$ cat src/rtl/spi_sched_pkg.sv
// Shared types and default parameters for the round-robin SPI scheduler.
package spi_sched_pkg;

    typedef enum logic [1:0] {
        IDLE  = 2'd0,
        SETUP = 2'd1,
        WAIT  = 2'd2,
        GAP   = 2'd3
    } sched_state_t;

    localparam int unsigned N_REQ_DEF          = 4;
    localparam int unsigned DATA_W_DEF         = 8;
    localparam int unsigned SETUP_CYCLES_DEF   = 2;
    localparam int unsigned GAP_CYCLES_DEF     = 2;
    localparam int unsigned TIMEOUT_CYCLES_DEF = 255;

    // Largest of the three phase lengths, used to size the shared counter.
    function automatic int unsigned max3(input int unsigned a, input int unsigned b,
                                         input int unsigned c);
        int unsigned m;
        m = (a > b) ? a : b;
        return (m > c) ? m : c;
    endfunction

endpackage

$ cat src/rtl/rr_arbiter.sv
// Rotating-priority encoder: first set req bit at or after ptr (with wrap) wins.
module rr_arbiter #(
    parameter int unsigned N_REQ = 4
) (
    input  logic [N_REQ-1:0]         req,
    input  logic [$clog2(N_REQ)-1:0] ptr,
    output logic                     valid,
    output logic [$clog2(N_REQ)-1:0] winner
);
    localparam int unsigned PTR_W = $clog2(N_REQ);

    logic             found;
    logic [PTR_W-1:0] idx;

    always_comb begin
        found  = 1'b0;
        winner = '0;
        idx    = '0;
        for (int unsigned k = 0; k < N_REQ; k++) begin
            idx = PTR_W'((32'(ptr) + k) % N_REQ);
            if (!found && req[idx]) begin
                found  = 1'b1;
                winner = idx;
            end
        end
    end

    assign valid = found;

endmodule

$ cat src/rtl/spi_rr_scheduler.sv
// Shares one SPI master between N_REQ requesters: round-robin grant, CS ownership,
// single-byte launch, and ack / watchdog-error reporting per requester.
module spi_rr_scheduler
    import spi_sched_pkg::*;
#(
    parameter int unsigned N_REQ          = N_REQ_DEF,
    parameter int unsigned DATA_W         = DATA_W_DEF,
    parameter int unsigned SETUP_CYCLES   = SETUP_CYCLES_DEF,
    parameter int unsigned GAP_CYCLES     = GAP_CYCLES_DEF,
    parameter int unsigned TIMEOUT_CYCLES = TIMEOUT_CYCLES_DEF
) (
    input  logic                      clk,
    input  logic                      rst_n,
    input  logic [N_REQ-1:0]          req,
    input  logic [N_REQ*DATA_W-1:0]   req_data,
    output logic [N_REQ-1:0]          ack,
    output logic [N_REQ-1:0]          err,
    output logic                      m_start,
    output logic [DATA_W-1:0]         m_data,
    input  logic                      m_busy,
    input  logic                      m_done,
    output logic [N_REQ-1:0]          cs_n,
    output logic [$clog2(N_REQ)-1:0]  grant_id,
    output logic                      busy
);
    localparam int unsigned ID_W  = $clog2(N_REQ);
    localparam int unsigned CNT_W = $clog2(max3(SETUP_CYCLES, GAP_CYCLES, TIMEOUT_CYCLES) + 1);

    localparam logic [CNT_W-1:0] SETUP_LOAD   = CNT_W'(SETUP_CYCLES - 1);
    localparam logic [CNT_W-1:0] GAP_LOAD     = CNT_W'(GAP_CYCLES - 1);
    localparam logic [CNT_W-1:0] TIMEOUT_LOAD = CNT_W'(TIMEOUT_CYCLES - 1);

    sched_state_t      state_q, state_d;
    logic [ID_W-1:0]   ptr_q, ptr_d;
    logic [CNT_W-1:0]  cnt_q, cnt_d;
    logic [N_REQ-1:0]  ack_q, ack_d;
    logic [N_REQ-1:0]  err_q, err_d;
    logic              m_start_q, m_start_d;
    logic [DATA_W-1:0] m_data_q, m_data_d;
    logic [N_REQ-1:0]  cs_n_q, cs_n_d;
    logic [ID_W-1:0]   grant_q, grant_d;
    logic              busy_q, busy_d;

    logic              arb_valid;
    logic [ID_W-1:0]   arb_winner;
    logic [DATA_W-1:0] sel_data;

    rr_arbiter #(.N_REQ(N_REQ)) u_arb (
        .req    (req),
        .ptr    (ptr_q),
        .valid  (arb_valid),
        .winner (arb_winner)
    );

    // Byte of the current arbitration winner.
    always_comb begin
        sel_data = '0;
        for (int unsigned i = 0; i < N_REQ; i++) begin
            if (arb_winner == ID_W'(i)) sel_data = req_data[i*DATA_W +: DATA_W];
        end
    end

    // Next-state and registered-output logic; the counter only decrements from non-zero.
    always_comb begin
        state_d   = state_q;
        ptr_d     = ptr_q;
        cnt_d     = cnt_q;
        ack_d     = '0;
        err_d     = '0;
        m_start_d = 1'b0;
        m_data_d  = m_data_q;
        cs_n_d    = cs_n_q;
        grant_d   = grant_q;

        unique case (state_q)
            IDLE: begin
                if (arb_valid && !m_busy) begin
                    grant_d  = arb_winner;
                    m_data_d = sel_data;
                    cs_n_d   = ~(N_REQ'(1) << arb_winner);
                    cnt_d    = SETUP_LOAD;
                    state_d  = SETUP;
                end
            end
            SETUP: begin
                if (cnt_q != '0) begin
                    cnt_d = cnt_q - 1'b1;
                end else if (!m_busy) begin
                    m_start_d = 1'b1;
                    cnt_d     = TIMEOUT_LOAD;
                    state_d   = WAIT;
                end
            end
            WAIT: begin
                if (m_done || cnt_q == '0) begin
                    if (m_done) ack_d = N_REQ'(1) << grant_q;
                    else        err_d = N_REQ'(1) << grant_q;
                    cs_n_d  = '1;
                    cnt_d   = GAP_LOAD;
                    state_d = GAP;
                end else begin
                    cnt_d = cnt_q - 1'b1;
                end
            end
            GAP: begin
                if (cnt_q != '0) begin
                    cnt_d = cnt_q - 1'b1;
                end else begin
                    ptr_d   = (grant_q == ID_W'(N_REQ - 1)) ? '0 : grant_q + 1'b1;
                    state_d = IDLE;
                end
            end
            default: state_d = IDLE;
        endcase

        busy_d = (state_d != IDLE);
    end

    always_ff @(posedge clk or negedge rst_n) begin
        if (!rst_n) begin
            state_q   <= IDLE;
            ptr_q     <= '0;
            cnt_q     <= '0;
            ack_q     <= '0;
            err_q     <= '0;
            m_start_q <= 1'b0;
            m_data_q  <= '0;
            cs_n_q    <= '1;
            grant_q   <= '0;
            busy_q    <= 1'b0;
        end else begin
            state_q   <= state_d;
            ptr_q     <= ptr_d;
            cnt_q     <= cnt_d;
            ack_q     <= ack_d;
            err_q     <= err_d;
            m_start_q <= m_start_d;
            m_data_q  <= m_data_d;
            cs_n_q    <= cs_n_d;
            grant_q   <= grant_d;
            busy_q    <= busy_d;
        end
    end

    assign ack      = ack_q;
    assign err      = err_q;
    assign m_start  = m_start_q;
    assign m_data   = m_data_q;
    assign cs_n     = cs_n_q;
    assign grant_id = grant_q;
    assign busy     = busy_q;

endmodule

$ cat config.mk
export PLATFORM = sky130hd
export DESIGN_NAME = spi_rr_scheduler
export DESIGN_NICKNAME = d
export VERILOG_FILES = /design/src/rtl/spi_sched_pkg.sv /design/src/rtl/rr_arbiter.sv /design/src/rtl/spi_rr_scheduler.sv
export SDC_FILE = /design/constraint.sdc
export NUM_CORES = 1
export LEC_CHECK = 0
export BUFFER_PORTS_ARGS = -buffer_cell sky130_fd_sc_hd__buf_4
export CORE_UTILIZATION = 50
export DETAILED_ROUTE_END_ITERATION = 8
export GPL_ROUTABILITY_DRIVEN = 0
export GPL_TIMING_DRIVEN = 0
export MAX_ROUTING_LAYER = met4
export PLACE_DENSITY = 0.89
export SETUP_SLACK_MARGIN = 0.15
export SLEW_MARGIN = 20
export SYNTH_ARGS = -nofsm -noshare
export SYNTH_HDL_FRONTEND = slang
export SYNTH_HIERARCHICAL = 1
export SYNTH_SLANG_ARGS = --single-unit
$ cat constraint.sdc
create_clock -name clk -period 3.1 [get_ports clk]
set_clock_uncertainty 0.2 [all_clocks]
set_input_delay 0.62 -clock clk [delete_from_list [all_inputs] [get_ports clk]]
set_output_delay 0.62 -clock clk [all_outputs]
set_load 0.02 [all_outputs]
==> Word level (Yosys, flattened, before mapping) <==
Cells that the tools add are included.
{ "word_totals": {"register_bits": 36, "input_bits": 40, "output_inout_bits": 24, "elab_cells": 98} }
{ "op_classes": {"addsub": 5, "n_lt_le_gt_ge": 4, "eq_ne": 11, "shift": 2, "mux": 45, "bitwise_logic": 2, "reduce_logical": 19} }
{ "ops": {"columns": ["operator", "count"], "rows": [
  ["8-bit two-way mux", 9],
  ["4-bit two-way mux", 8],
  ["8-bit case mux with 4 select lines", 1],
  ["2-bit two-way mux", 10],
  ["2-bit by 3-bit < comparator with 1-bit output (second input constant)", 4],
  ["1-bit two-way mux", 11],
  ["2-bit == test (second input constant)", 5],
  ["1-bit binary-select mux with 2-bit select", 4],
  ["8-bit logical NOT", 1],
  ["2-bit case mux with 4 select lines", 1],
  ["4-bit case mux with 2 select lines", 1],
  ["8-bit nonzero test", 1],
  ["1-bit by 2-bit << shifter with 4-bit output (first input constant)", 2],
  ["8-bit by 1-bit subtractor with 8-bit output (second input constant)", 1],
  ["2-bit != test (second input constant)", 3],
  ["3-bit AND reduction", 2],
  ["2-bit by 1-bit adder with 2-bit output (second input constant)", 2],
  ["2-bit adder (second input constant)", 2],
  ["2-bit by 1-bit == test with 1-bit output (second input constant)", 2],
  ["1-bit logical AND", 4],
  ["1-bit logical NOT", 4],
  ["2-bit logical NOT", 2],
  ["4-bit NOT", 1],
  ["2-bit AND reduction", 2],
  ["4 further kinds", 5]
]} }

==> Logic depth before layout (Yosys ltp) <==
{ "depth": {"depth_word": 17, "ltp_mapped": 7, "ltp_nobuf": 6} }

==> Modules after synthesis <==
The synthesis kept the hierarchy.
{ "modules_own_cells": {"columns": ["module", "instances", "cells_per_inst", "area_per_inst_um2", "seq_area_each_um2"], "rows": [
  ["spi_rr_scheduler", 1, 150, 1843.0, 905.9],
  ["rr_arbiter", 1, 15, 77.6, 0.0]
]} }

==> Least setup slack after synthesis <==
OpenSTA, ideal clock, no wires.
{ "synth_path": {"path_type": "input port to flip-flop", "startpoint": "input port req[1]", "endpoint": "register m_data_q[2] (netlist: m_data[2])", "setup_ns": 0.125, "t_arrival_ns": 2.582, "t_required_ns": 2.775, "setup_slack_ns": 0.194, "path_stages": 6, "n_path_buf": 1, "cell_sequence": "inv_1 a221o_1 a21oi_1 clkbuf_1 mux4_2 mux2_2"} }
{ "synth_via": {"elab_chain_cells": 17, "elab_cells_between_ends": 32} }
{ "synth_rtl": {"columns": ["element", "line", "text"], "rows": [
  ["start: declaration", "spi_rr_scheduler.sv:14", "input logic [N_REQ-1:0] req,"],
  ["1-bit binary-select mux with 2-bit select", "rr_arbiter.sv:21", "if (!found && req[idx]) begin"],
  ["1-bit two-way mux (not written as such)", "rr_arbiter.sv:21", null],
  ["1-bit two-way mux", "rr_arbiter.sv:21", null],
  ["1-bit logical NOT", "rr_arbiter.sv:21", null],
  ["1-bit logical AND", "rr_arbiter.sv:21", null],
  ["1-bit two-way mux", "rr_arbiter.sv:21", null],
  ["1-bit logical NOT", "rr_arbiter.sv:21", null],
  ["1-bit logical AND", "rr_arbiter.sv:21", null],
  ["1-bit two-way mux", "rr_arbiter.sv:21", null],
  ["1-bit logical NOT", "rr_arbiter.sv:21", null],
  ["1-bit logical AND", "rr_arbiter.sv:21", null],
  ["2-bit two-way mux *", "rr_arbiter.sv:21", null],
  ["via arb_winner[0]", "spi_rr_scheduler.sv:45", "logic [ID_W-1:0] arb_winner;"],
  ["2-bit logical NOT", "spi_rr_scheduler.sv:59", "if (arb_winner == ID_W'(i)) sel_data = req_data[i*DATA_W +: DATA_W];"],
  ["8-bit two-way mux (3 in series)", "spi_rr_scheduler.sv:59", null],
  ["8-bit two-way mux *", "spi_rr_scheduler.sv:59", null],
  ["end signal: assignment", "spi_rr_scheduler.sv:138", "m_data_q <= m_data_d;"],
  ["end: declaration", "spi_rr_scheduler.sv:39", "logic [DATA_W-1:0] m_data_q, m_data_d;"]
]} }
The timed path passes the listed nets; every way through them passes the cells marked *. The select of a mux whose other input is x is not followed.
A chain may end at the register's enable or synchronous reset.

==> Worst setup path after layout <==
{ "layout_path": {"startpoint": "input port req[1]", "endpoint": "register m_data_q[3] (netlist: m_data[3])"} }
Same word-level chain as after synthesis.

==> implementation parameters <==
Parameter                              Value

CTS
  H-Tree Depth    2
  Buffers from clock root to sink, at most    2
  CTS root buffer    sky130_fd_sc_hd__clkbuf_8
  Clk sinks    36
  CTS tree    built
  Clock-pin slew on the worst setup and hold paths    70 ps
  Number of clock buffers inserted by TritonCTS    5
  Latest clock arrival within the worst-skew pair    290 ps

Setup path
  Crit path capture type    register
  CP max FO    10
  Count of buffer and inverter cells on the critical path    3
  Worst path arrival time    around 2700 ps
  Biggest cell delay along the critical path    550 ps
  Classification of the worst setup path    input pin to register
  Cell with the largest stage delay on the worst path    sky130_fd_sc_hd__mux4_2
  Largest delay share family, worst path    multiplexers
  Number of cells on the worst reg-to-reg path    6
  Series of cell instances along the critical path    buf_4 > inv_1 > a221o_1 > a21oi_2 > clkbuf_2 > mux4_2 > mux2_2
  FF-to-FF Start    ptr_q[0]$_DFFE_PN0P_
  Critical path data required time    3080 ps
  Kind of start point of the critical path    input pin
  Slack of the worst reg-to-reg path    470 ps
  Reg-to-reg critical path endpoint    m_data[3]$_DFFE_PN0P_

Timing
  Number of endpoints failing setup at the final stage    0
  Worst Max-Slew Pin Slew    527 ps
  Count of endpoints failing hold in the final timing report    0
  Worst relative slew slack    64.9%
  Max Fclk    374 MHz
  RSZ-0062 raised after global routing    no
  Min setup slack post-route    427 ps
  Min cycle time layout    around 2700 ps
  Summed negative setup slack over all endpoints    0 ps
  Period Utilization, post-route    86.2%
  Final hold slack    73.9 ps
  Pins Over Slew Limit    0

Pwr
  Internal power    between 1 and 1.5 mW
  Proportion of total power due to net switching    between 30% and 40%
  Combinational Power Share    51.6%
  Largest vdd supply drop    0.452 mV
  Pleak    ~1.2 nW
  Power Dens Cells    around 900 nW/um2
  Overall Power    ~2.3 mW
  Power share of the clock group    13.7%
  Net switching power figure    0.907 mW
  Power share of the sequential group    34.7%

Synthesis
  Synth Register Bits    36
  Number of enable-type register cells in the synthesized netlist    0
  Syn Inst Count    roughly 170
  YS warnings    6
  Cell area after synthesis    1920 um2
  Syn avg cell area    11.6 um2
  Proportion of netlist area held by the largest area contributor    41.7%
  Leading post-synthesis cells by instance count    sky130_fd_sc_hd__dfrtp_1, sky130_fd_sc_hd__mux2_2, sky130_fd_sc_hd__inv_1, sky130_fd_sc_hd__nor2_1, sky130_fd_sc_hd__nand2_1
  Most common cell in the netlist    sky130_fd_sc_hd__dfrtp_1
  Post-synth top area cell    sky130_fd_sc_hd__dfrtp_1
  Commonest register cell after synthesis    sky130_fd_sc_hd__dfrtp_1
  Register area share after synthesis    47.2%
  Async set or reset register ratio after synthesis    100%
  Post-Synthesis Net Count    210
  Number of library cell types mapped by synthesis    40
  Dominant cells by area after synthesis    sky130_fd_sc_hd__dfrtp_1, sky130_fd_sc_hd__mux4_2, sky130_fd_sc_hd__mux2_2

Global route
  Pin count of the biggest net entering global routing    37
  Total GRT Usage    approximately a quarter
  Wire length of the first global-routing pass    7.25 mm
  GR Overflow Total    0
  Number of antenna violations at the first check in global routing    0
  Via count of the first global-routing pass    between 1,500 and 2,000

Final layout
  Antenna cell count    0
  Share of layout cells above drive strength 1    between 40 and 50%
  Syn-to-layout area delta    32.2%
  Fin area    2540 um2
  FF+latch area    906 um2
  Multi-input gate area    951 um2
  Filler instances    282
  Final Net Count    280

Route
  Iteration-0 DRC Markers    86
  Count of vias placed by the detailed router    1,593
  Overall routed net length    4.46 mm
  DRC    0
  DR WL/cell    15.7 um
  Detailed-router iteration count before antenna repair    4
  Antenna Violating Nets Remaining    0
  Average via count per standard cell    between 5 and 6

Floorplan
  Initial Utilization    52.5%
  Chip Width    approximately 64 um
  Number of placed I/O pins    64
  Die area    4090 um2
  Die height    between 60 and 70 um
  Cell Rows    22
  Placeable Area    3660 um2

Place
  Post-placement worst setup slack    -229 ps
  Final HPWL DP    3.36 mm
  Count of input and output buffers    63
  Placed Area    2450 um2

Job
  Max-cap violations    0

Min path
  Worst hold path class    input pin to async pin

Run status
  Run status    complete, no violations
==> kinds of logic (layout without fill, tap and decap cells) <==
| family | count (synthesis) | in the layout | share of synthesized area, % |
|---|---|---|---|
| DFF | 36 | 36 | 47.2 |
| muxes | 23 | 23 | 18.2 |
| buffers and inverters | 18 | 89 | 3.52 |
| AOI/OAI and AO/OA | 32 | 32 | 13.5 |
| adders and majority gates | 5 | 5 | 3.26 |
| and+or+nand+nor | 51 | 51 | 14.4 |
==> cell type report <==
| cell class | count | share of cell area (%) |
|---|---|---|
| Clock inverter | 1 | 0.197 |
| Buffer | 5 | 0.788 |
| Inverter | 13 | 1.92 |
| Clock buffer | 7 | 3.00 |
| Multi-Input combinational cell | 111 | 37.4 |
| Sequential cell | 36 | 35.7 |
| Tap cell | 48 | 2.36 |
| Timing Repair Buffer | 63 | 18.6 |
==> state kept, by name, indices dropped and copies added (netlist names), 2 cells and up <==
name and cells:
ack 4, err 4, ptr_q 2, cnt_q 8
cs_n 4, state_q 2, m_data 8, grant_id 2
==> how the worst max path moves through the flow <==
stage | cells after the start | slack (ps) | endpoint | start
3_3_place_gp | 7 | -180 | m_data[5]$_DFFE_PN0P_ | req[1]
6_report | 7 | 430 | m_data[3]$_DFFE_PN0P_ | req[1]
2_1_floorplan | 6 | 190 | m_data[2]$_DFFE_PN0P_ | req[1]
3_5_place_dp | 7 | -230 | m_data[3]$_DFFE_PN0P_ | req[1]
5_1_grt | 7 | 310 | m_data[2]$_DFFE_PN0P_ | req[1]
4_1_cts | 7 | 280 | m_data[3]$_DFFE_PN0P_ | req[1]
==> per-stage QoR <==
step / utilization (%) / instances
floorplan: - / 165
global placement: 67.0 / 276
detailed placement: 67.0 / 276
CTS: 69.3 / 284
global route: 69.4 / 284
finish: 69.4 / 284
==> power groups by stage <==
stage	Clock [mW]	Sequential, mW	Combinational [mW]
CTS	0.322	0.794	1.18
global route	0.345	0.823	1.29
floorplan	0	0.892	0.705
detailed placement	0	0.798	1.17
finish	0.315	0.796	1.19
global placement	0	0.790	1.12
==> layer usage <==
| metal | share of wire, % | GRT usage [%] | vias to the layer above |
|---|---|---|---|
| met2 | 55 | 40.8 | 55 |
| met3 | 4.3 | 5.36 | 9 |
| met1 | 39 | 28.5 | 780 |
| li1 | - | - | 749 |
| met4 | 1.7 | 8.52 | 0 |
| met5 | 0 | - | - |
==> timing repair <==
action | CTS | global route
hold buffers | 0 | 0
setup endpoints to repair | 5 | 4
setup buffers | 0 | 0
cloned | 0 | 0
resized for setup | 1 | 1
==> cells in the final DEF (no fill, tap or decap), drive strengths merged, types with 2 or more instances in the layout <==
master	synthesis	layout
ha	5	5
nand3	5	5
and3	4	4
clkbuf	5	12
or3	3	3
and2	4	4
nand2	11	11
o221ai	3	3
nor2	11	11
o31ai	3	3
dfstp	4	4
o21ai	7	7
dfrtp	32	32
nor2b	4	4
nor3	2	2
a21oi	6	6
inv	13	13
buf	0	63
a22o	4	4
a221o	2	2
mux4	8	8
mux2	15	15
(Power assumes the default switching activity.)
